`src/rtl/sram512x8_arb2.sv`:
```
// Two-port round-robin arbiter and sequencer for a 512x8 single-port SRAM
// macro with bit-write mask. Macro controls are registered; read responses
// are steered back to the issuing port by a two-stage tag pipeline.
//
// state    | meaning
// ---------+----------------------------------------------------------
// ST_CLEAR | zero-filling words 0..511, one per cycle, ports held off
// ST_RUN   | normal operation, one grant per cycle, round-robin on contention

module sram512x8_arb2 #(
    parameter bit CLEAR_ON_RESET = 1'b1
) (
    input  logic       CLK,
    input  logic       RSTN,
    input  logic       P0_VALID,
    output logic       P0_READY,
    input  logic       P0_WE,
    input  logic [7:0] P0_WMASK,
    input  logic [8:0] P0_ADDR,
    input  logic [7:0] P0_WDATA,
    output logic       P0_RVALID,
    output logic [7:0] P0_RDATA,
    input  logic       P1_VALID,
    output logic       P1_READY,
    input  logic       P1_WE,
    input  logic [7:0] P1_WMASK,
    input  logic [8:0] P1_ADDR,
    input  logic [7:0] P1_WDATA,
    output logic       P1_RVALID,
    output logic [7:0] P1_RDATA,
    output logic       BUSY,
    output logic       SRAM_CEN,
    output logic       SRAM_GWEN,
    output logic [7:0] SRAM_WEN,
    output logic [8:0] SRAM_A,
    output logic [7:0] SRAM_D,
    input  logic [7:0] SRAM_Q
);

    typedef enum logic {
        ST_CLEAR = 1'b0,
        ST_RUN   = 1'b1
    } state_t;

    state_t     state, state_nx;
    logic [8:0] clr_cnt, clr_cnt_nx;
    logic       rr_ptr, rr_ptr_nx;
    logic       gnt0, gnt1;
    logic       cen_nx, gwen_nx;
    logic [7:0] wen_nx, d_nx;
    logic [8:0] a_nx;
    logic       tag1_v, tag1_p, tag1_v_nx, tag1_p_nx;
    logic       tag2_v, tag2_p;

    assign P0_READY = gnt0;
    assign P1_READY = gnt1;
    assign BUSY     = (state == ST_CLEAR);

    // Next-state, arbitration and next macro controls.
    always_comb begin
        state_nx   = state;
        clr_cnt_nx = clr_cnt;
        rr_ptr_nx  = rr_ptr;
        gnt0       = 1'b0;
        gnt1       = 1'b0;
        cen_nx     = 1'b1;
        gwen_nx    = 1'b1;
        wen_nx     = 8'hFF;
        a_nx       = SRAM_A;
        d_nx       = SRAM_D;
        tag1_v_nx  = 1'b0;
        tag1_p_nx  = 1'b0;
        case (state)
            ST_CLEAR: begin
                cen_nx     = 1'b0;
                gwen_nx    = 1'b0;
                wen_nx     = 8'h00;
                a_nx       = clr_cnt;
                d_nx       = 8'h00;
                clr_cnt_nx = clr_cnt + 9'd1;
                if (clr_cnt == 9'd511) begin
                    state_nx = ST_RUN;
                end
            end
            ST_RUN: begin
                if (P0_VALID && P1_VALID) begin
                    // Contested: pointer names the winner, then hands over.
                    gnt0      = ~rr_ptr;
                    gnt1      = rr_ptr;
                    rr_ptr_nx = ~rr_ptr;
                end else begin
                    gnt0 = P0_VALID;
                    gnt1 = P1_VALID;
                end
                if (gnt0) begin
                    cen_nx    = 1'b0;
                    gwen_nx   = ~P0_WE;
                    wen_nx    = P0_WE ? ~P0_WMASK : 8'hFF;
                    a_nx      = P0_ADDR;
                    d_nx      = P0_WE ? P0_WDATA : 8'h00;
                    tag1_v_nx = ~P0_WE;
                    tag1_p_nx = 1'b0;
                end else if (gnt1) begin
                    cen_nx    = 1'b0;
                    gwen_nx   = ~P1_WE;
                    wen_nx    = P1_WE ? ~P1_WMASK : 8'hFF;
                    a_nx      = P1_ADDR;
                    d_nx      = P1_WE ? P1_WDATA : 8'h00;
                    tag1_v_nx = ~P1_WE;
                    tag1_p_nx = 1'b1;
                end
            end
            default: begin
                state_nx = ST_RUN;
            end
        endcase
    end

    // State register, clear counter, pointer and registered macro controls.
    always_ff @(posedge CLK) begin
        if (!RSTN) begin
            state     <= CLEAR_ON_RESET ? ST_CLEAR : ST_RUN;
            clr_cnt   <= 9'd0;
            rr_ptr    <= 1'b0;
            SRAM_CEN  <= 1'b1;
            SRAM_GWEN <= 1'b1;
            SRAM_WEN  <= 8'hFF;
            SRAM_A    <= 9'd0;
            SRAM_D    <= 8'h00;
        end else begin
            state     <= state_nx;
            clr_cnt   <= clr_cnt_nx;
            rr_ptr    <= rr_ptr_nx;
            SRAM_CEN  <= cen_nx;
            SRAM_GWEN <= gwen_nx;
            SRAM_WEN  <= wen_nx;
            SRAM_A    <= a_nx;
            SRAM_D    <= d_nx;
        end
    end

    // Tag pipeline: stage 1 at issue, stage 2 while the macro reads,
    // then Q is captured into the owning port's data register.
    always_ff @(posedge CLK) begin
        if (!RSTN) begin
            tag1_v    <= 1'b0;
            tag1_p    <= 1'b0;
            tag2_v    <= 1'b0;
            tag2_p    <= 1'b0;
            P0_RVALID <= 1'b0;
            P1_RVALID <= 1'b0;
            P0_RDATA  <= 8'h00;
            P1_RDATA  <= 8'h00;
        end else begin
            tag1_v    <= tag1_v_nx;
            tag1_p    <= tag1_p_nx;
            tag2_v    <= tag1_v;
            tag2_p    <= tag1_p;
            P0_RVALID <= tag2_v & ~tag2_p;
            P1_RVALID <= tag2_v & tag2_p;
            if (tag2_v && !tag2_p) begin
                P0_RDATA <= SRAM_Q;
            end
            if (tag2_v && tag2_p) begin
                P1_RDATA <= SRAM_Q;
            end
        end
    end

endmodule

```
`config.mk`:
```
export PLATFORM = sky130hd
export DESIGN_NAME = sram512x8_arb2
export DESIGN_NICKNAME = d
export VERILOG_FILES = /design/src/rtl/sram512x8_arb2.sv
export SDC_FILE = /design/constraint.sdc
export NUM_CORES = 1
export LEC_CHECK = 0
export CAP_MARGIN = 20
export CORE_MARGIN = 5
export CORE_UTILIZATION = 30
export CTS_CLUSTER_SIZE = 10
export DETAILED_ROUTE_END_ITERATION = 10
export PLACE_DENSITY_LB_ADDON = 0.08
export SETUP_SLACK_MARGIN = 0.1
export SLEW_MARGIN = 20
export SYNTH_ARGS = -nofsm -noshare
export SYNTH_HDL_FRONTEND = slang
export SYNTH_SLANG_ARGS = --single-unit
```
`constraint.sdc`:
```
create_clock -name CLK -period 1.5 [get_ports CLK]
set_clock_uncertainty 0.2 [all_clocks]
set_input_delay 0.3 -clock CLK [delete_from_list [all_inputs] [get_ports CLK]]
set_output_delay 0.3 -clock CLK [all_outputs]
set_load 0.005 [all_outputs]
```
## Word-level counts from Yosys, hierarchy flattened

Index checks and enable logic that the tools add are counted.

- Output and inout port bits: 48
- Bits in writable memories: 0
- Latch bits: 0
- Flip-flop bits (word level): 60
- Bits in read-only memories: 0
- Memories: 0

- Div/mod/pow operators: 0
- Equality and inequality tests: 2
- Add/subtract/negate cells: 1
- Bitwise operators: 10
- Multipliers: 0
- Multiplexer cells: 30
- Magnitude comparators: 0
- Shift operators: 0
- Reduce and logical (&&, ||, !) cells: 7

Operator list:

| kind | number |
|---|---|
| two-way mux 8 bit | 8 |
| case mux 8 bit (2 select lines) | 2 |
| two-way mux 9 bit | 2 |
| case mux 9 bit (2 select lines) | 1 |
| NOT 8 bit | 2 |
| two-way mux 1 bit | 15 |
| adder 9 x 1 -> 9 bit (second input constant) | 1 |
| equality test 9 bit (second input constant) | 1 |
| NOT 1 bit | 6 |
| case mux 1 bit (2 select lines) | 2 |
| AND reduction 2 bit | 2 |
| logical AND 1 bit | 3 |
| != test 3 x 1 -> 1 bit (second input constant) | 1 |
| OR reduction 3 bit | 1 |
| bitwise AND 1 bit | 2 |
| zero test 1 bit | 1 |

## Depth between registers and ports, before layout

Gate-level depths: netlist of run 1.

- Depth in word-level cells: 6
- Gate-level depth with buffers: 6

## Worst setup path before layout of run 1

OpenSTA, ideal clock, no wires.

- Path type: in2reg
- From: in RSTN
- To: reg SRAM_A[3]
- Slack: 0.002 ns
- Library setup time: 0.117 ns
- Buffers on the path: 3
- Stages: 6
- Arrival time: 1.181 ns
- Data required time: 1.183 ns
- Cell sequence: buf_2 -> and2_1 -> buf_2 -> clkbuf_2 -> o21a_1 -> a32o_1

RTL lines:

| element | line | text |
|---|---|---|
| from (decl) | 14 | `input logic RSTN,` |
| to (signal assigned) | 137 | `SRAM_A <= a_nx;` |
| to (decl) | 35 | `output logic [8:0] SRAM_A,` |

## Worst setup path in the final report of run 1

- From: reg rr_ptr
- To: reg SRAM_A[7]

- Longest elaborated chain between the ends: 5
- Elaborated cells between the ends (all ways): 8
- Those cells by class: 1 x eq/ne; 6 x mux; 1 x bitwise

Ends and longest elaborated chain:

| element | line | text |
|---|---|---|
| from (decl) | 47 | `logic rr_ptr, rr_ptr_nx;` |
| from (signal assigned) | 133 | `rr_ptr <= rr_ptr_nx;` |
| NOT 1 bit | 88 | `gnt0 = ~rr_ptr;` |
| two-way mux 1 bit | 86 | `if (P0_VALID && P1_VALID) begin` |
| two-way mux 1 bit | 73 | `case (state)` |
| two-way mux 9 bit | 95 | `if (gnt0) begin` |
| case mux 9 bit (2 select lines) | 73 |  |

Parallel ways exist; a longest one is shown, timed or not. The select of a mux whose other input is x is not followed.
A chain may end at the register's enable or synchronous reset.

==> reports/results.ini, run 1 <==
[sta]
setup_viol=12
period_share_pct=108
min_period_ps=1630
relSlewSlack_pct=76.8
slew_viol_final=0
finalHoldViolCount=0
finalSetupTns_ps=-1150
rsz0062_at_grt=true
max_freq_ghz=0.615
worst_pin_slew_ps=348
worst_slack_ps=-127

[yosys]
ys_seq_elements=60
synth.most_common_cell=dfxtp_1
synth-xor-area-share_pct=1.80
synth_top_area_cell=dfxtp_1
synth_commonest_cells=60 x dfxtp_1, 30 x nand2_1, 28 x a21oi_1, 14 x nor2_1
synth_nets=339
synth_top_family_by_area=compound AO/OA/AOI/OAI gates
synthAdderAreaFrac_pct=1.03
synth_area_leaders=dfxtp_1 49%, a21oi_1 5.8%, nand2_1 4.6%
synthMuxAreaShare_pct=0.823
synthesis.area_um2=2430
netlist_instances=273
async_flop_share_pct=0
synth.distinct_cells=36
ys_warn_count=0
synth_compound_area_share_pct=21.3
yosys.area_share.simple_pct=20.9
synth_top_area_share_pct=49.4
synth-seq-area-share_pct=49.4
synth_edf_count=0
avgSynthCellArea_um2=8.91
yosys_most_used_dff=dfxtp_1

[global_route]
grt_pass1_wl_um=12500
grt-ovfl-total=0
antenna_found_initial=1
grt_pass1_vias=2584
grt_usage_pct=15.9
grt_start_max_net_pins=21

[floorplanning]
die_h_um=100
start_util_pct=31.2
ios=112
die_area_um2=10000
core_um2=7810
die_w_um=100
row_count=32

[power_and_ir_drop]
p_leak_nw=1.66
p_total_mw=3.86
peakVddDrop_mv=0.464
power.density_nw_per_um2=921

[critical_path]
crit_path_top_delay_cell=dfxtp_4
arrival_ps=1650
cp.depth=6
start_kind=flip-flop
worst-path-max-fanout=8
critical_path_class=flip-flop to flip-flop
cp_top_family=compound AO/OA/AOI/OAI gates
path_buf_inv=3
r2r-start=rr_ptr
r2r_slack_ps=-130
r2r_end=SRAM_A[7]
end_kind=flip-flop
cp_cell_sequence=buf_4 -> buf_6 -> a21boi_4 -> buf_12 -> nand2b_1 -> a32o_1
cp.required_ps=1520
slowest_delay_ps=360
reg2reg_depth=6

[clock_network]
postCtsHoldBufs=0
clock_sinks=60
cts_root_buf=clkbuf_8
cts_buffer_depth=2
cts.reportedPaths.clkPinSlew_ps=70
clock_latency_ps=340
cts_tree=yes
cts_buffers=9
htree_levels=3

[drt]
ant_nets=0
wl_per_cell_um=15.4
vias=2567
drt_first_pass_iters=4
via_per_inst=4.90
drt_iter0_markers=86
finalWirelength_um=8060
drcViolationCount=0

[place]
placed_cells=495
place.gp.congestion=0.727
hpwl_um=5660
portBuffers=111
dp_slack_ps=-732

[cells_and_area]
final_core_utilization_pct=53.7
area_delta_synth_final_pct=72.2
final_nets=482
drive_gt1_share_pct=37.3
fin_cells=524

[job]
maxCapViolations=0

[outcome]
violations=negative setup slack
status=complete, but fails checks

[hold_path]
min_path_type=flip-flop to flip-flop
whs_endpoint=tag2_p
hp-start=tag1_p
hold_depth=1

==> where the power goes <==
part	internal [mW]	switching [mW]
clock network	1.11	0.654
registers	1.62	0.0138
logic	0.279	0.181
==> final cells by class <==
class / instances / area [µm²]
fillers: 765 / 3620
diodes: 1 / 2.50
repair buffers: 151 / 1270
clock buffers: 10 / 128
multi-input cells: 190 / 1280
flip-flops and latches: 60 / 1240
inverters: 4 / 17.5
well taps: 102 / 128
clock inverters: 6 / 113
==> kinds of logic (layout without fill, tap and decap cells) <==
kind of cell	after synthesis	after routing
and+or+nand+nor	101	103
AOI/OAI and AO/OA	78	78
DFF	60	60
buffers and inverters	25	171
xor gates and xnor gates	5	5
adders and majority gates	2	2
muxes	2	2
other	0	1
==> placed cells by master, fill, tap and decap left out, types with 3 or more instances in the layout <==
cell type	instances
clkdlybuf4s50_1	60
nand2b_1	4
o21ai_0	10
buf_2	9
a211oi_2	6
nand2_1	30
buf_4	31
a21oi_2	3
a21oi_1	25
buf_6	7
clkdlybuf4s15_1	11
dfxtp_2	31
nor3_1	9
a221oi_1	8
nor2_1	12
xor2_1	4
or3_1	11
nand3_1	11
clkbuf_8	9
nand2b_4	5
bufinv_16	3
dfxtp_1	28
clkbuf_2	28
dlygate4sd2_1	3
o21a_1	8
o21ai_1	4
a32o_1	8
==> what timing repair did <==
| item | CTS | global route |
|---|---|---|
| buffers inserted | 6 | 4 |
| resized for setup | 147 | 70 |
| pin swaps | 5 | 20 |
| cloned | 1 | 1 |
| setup endpoints to repair | 80 | 73 |
==> worst register-to-register path, stage by stage (launching register included) <==
cell and delay [ps]:
dfxtp_4 360, buf_4 130, buf_6 110, a21boi_4 230, buf_12 190, nand2b_1 60, a32o_1 230
==> through the flow <==
step | cell area [µm²] | hold WS (ps)
2_1_floorplan | 2480 | 211
3_3_place_gp | 3810 | 215
4_1_cts | 4170 | 225
3_5_place_dp | 3810 | 218
5_1_grt | 4190 | 252
6_report | 4190 | 227
==> how the worst max path moves through the flow <==
stage	from	end	slack [ps]
after CTS	rr_ptr	P0_READY	-130
after floorplan	RSTN	SRAM_A[3]	70
after detailed placement	P0_VALID	SRAM_WEN[4]	-730
after global routing	rr_ptr	P0_READY	-170
after global placement	P0_VALID	P0_READY	-700
final	rr_ptr	SRAM_A[7]	-130
==> state kept, by name, indices dropped and copies added, names as in the netlist, 8 cells and up <==
| register | flops |
|---|---|
| SRAM_A | 9 |
| clr_cnt | 9 |
| SRAM_D | 8 |
| P1_RDATA | 8 |
| SRAM_WEN | 8 |
| P0_RDATA | 8 |
==> per-layer routing <==
layer	GRT usage [%]	wire length [µm]	part of all wire (%)	vias to the layer above
li1	-	-	-	1263
met1	17.7	3310	41	1215
met2	28.2	4120	51	77
met3	5.49	487	6.0	12
met4	5.80	140	1.7	0
met5	0	0	0	-
Note: power is estimated with default switching activity, not from simulation.
==> inputs of run 2 (changes only) <==
Settings changed: SKIP_CTS_REPAIR_TIMING set to 1.
==> run 2 against run 1 <==
  * Final cell count down 0.19%
  * Power up 1.1%
  * Via count up 1.1%
  * Die area unchanged
  * Clock power about the same
  * Combinational power up 8.3%
  * Sequential cell count unchanged
  * Sequential share of layout area down 2.5 points
  * The run still ends with negative setup slack left
  * Count of clock-buffer cells in the layout unchanged
  * Worst hold slack better by 3.4 ps
  * Critical endpoint is now P0_READY
  * Critical path type is now flip-flop to primary output
  * Non-clock buffer count unchanged
  * Critical path depth down 3
==> reports/results.ini, run 2 (synthesis results as in run 1) <==
[cells_and_area]
final_nets=482
final_core_utilization_pct=57.7
biggestRegsByFlops=SRAM_A x9, clr_cnt x9
drive_gt1_share_pct=25.9
mostFrequentLayoutCells=60 x clkdlybuf4s50_1, 47 x dlymetal6s2s_1, 45 x dfxtp_1
antenna_cells=0
area_delta_synth_final_pct=85.1
final_common_cell=clkdlybuf4s50_1

[sta]
worst_pin_slew_ps=313
setup_viol=9
finalSetupTns_ps=-458
period_share_pct=108
rsz0062_at_grt=true
hold_ws_ps=231
slew_viol_final=0
min_period_ps=1620
worst_slack_ps=-121
max_freq_ghz=0.617
finalHoldViolCount=0
relSlewSlack_pct=79.1

[critical_path]
end_kind=primary output
arrival_ps=1120
cp.required_ps=1000
start_kind=flip-flop
critical_path_class=flip-flop to primary output
worst-path-max-fanout=4

[clock_network]
cts_root_buf=clkbuf_8
clock_latency_ps=340
htree_levels=3
cts_tree=yes
cts_buffers=9
cts.reportedPaths.clkPinSlew_ps=70
cts_buffer_depth=2
clock_sinks=60

[place]
place.gp.congestion=0.727
hpwl_um=5660
portBuffers=111
dp_slack_ps=-732

[outcome]
status=complete, but fails checks
violations=negative setup slack

[global_route]
grt_pass1_wl_um=12200
grt_start_max_net_pins=21
antenna_found_initial=0
grt-ovfl-total=0
grt_usage_pct=15.5
grt_pass1_vias=2491

[job]
maxCapViolations=0

[floorplanning]
ios=112
die_w_um=100
core_um2=7810
row_count=32
die_area_um2=10000
start_util_pct=31.2
die_h_um=100

[drt]
via_per_inst=4.96
drt_first_pass_iters=4
drcViolationCount=0
finalWirelength_um=8430
drt_iter0_markers=98
wl_per_cell_um=16.1
ant_nets=0
vias=2594

[power_and_ir_drop]
power.density_nw_per_um2=866
p_total_mw=3.90
p_leak_nw=2.39
peakVddDrop_mv=0.457

[hold_path]
min_path_type=flip-flop to flip-flop

-- run 2: layer usage --
layer  up-vias  wire, µm  part of all wire [%]  GRT usage [%]
li1       1267         -                     -              -
met1      1233      3420                    41           17.4
met2        86      4380                    52           27.2
met3         8       522                   6.2           5.49
met4         0       104                   1.2           5.18
met5         -         0                     0              0
-- run 2: cell type report --
type / count / area (µm²)
clock buffers: 10 / 128
clock inverters: 6 / 113
fillers: 725 / 3310
inverters: 4 / 17.5
multi-input cells: 190 / 1310
flip-flops and latches: 60 / 1220
well taps: 102 / 128
repair buffers: 151 / 1590
-- run 2: final timing paths --
check / start / to / slack (ps) / depth (start not counted)
max: rr_ptr / P0_READY / -120 / 3
min reg2reg: tag1_p / tag2_p / 230 / 1
max reg2reg: state / clr_cnt[3] / -80 / 6
min: tag1_p / tag2_p / 230 / 1
-- run 2: power breakdown --
| part | switching (mW) | internal (mW) | total [mW] |
|---|---|---|---|
| registers | 0.0134 | 1.62 | 1.63 |
| clock network | 0.658 | 1.11 | 1.77 |
| logic | 0.192 | 0.305 | 0.498 |
| total | 0.864 | 3.03 | 3.90 |
-- run 2: metrics by stage --
| stage | cell area (µm²) | cells |
|---|---|---|
| finish | 4500 | 523 |
| global route | 4500 | 523 |
| CTS | 4050 | 511 |
| detailed placement | 3810 | 495 |
| floorplan | 2480 | 273 |
| global placement | 3810 | 495 |
-- run 2: critical path: stages, from the launching register on --
cell,delay (ps)
dfxtp_4,370
a21bo_4,220
nor2_2,80
buf_2,120
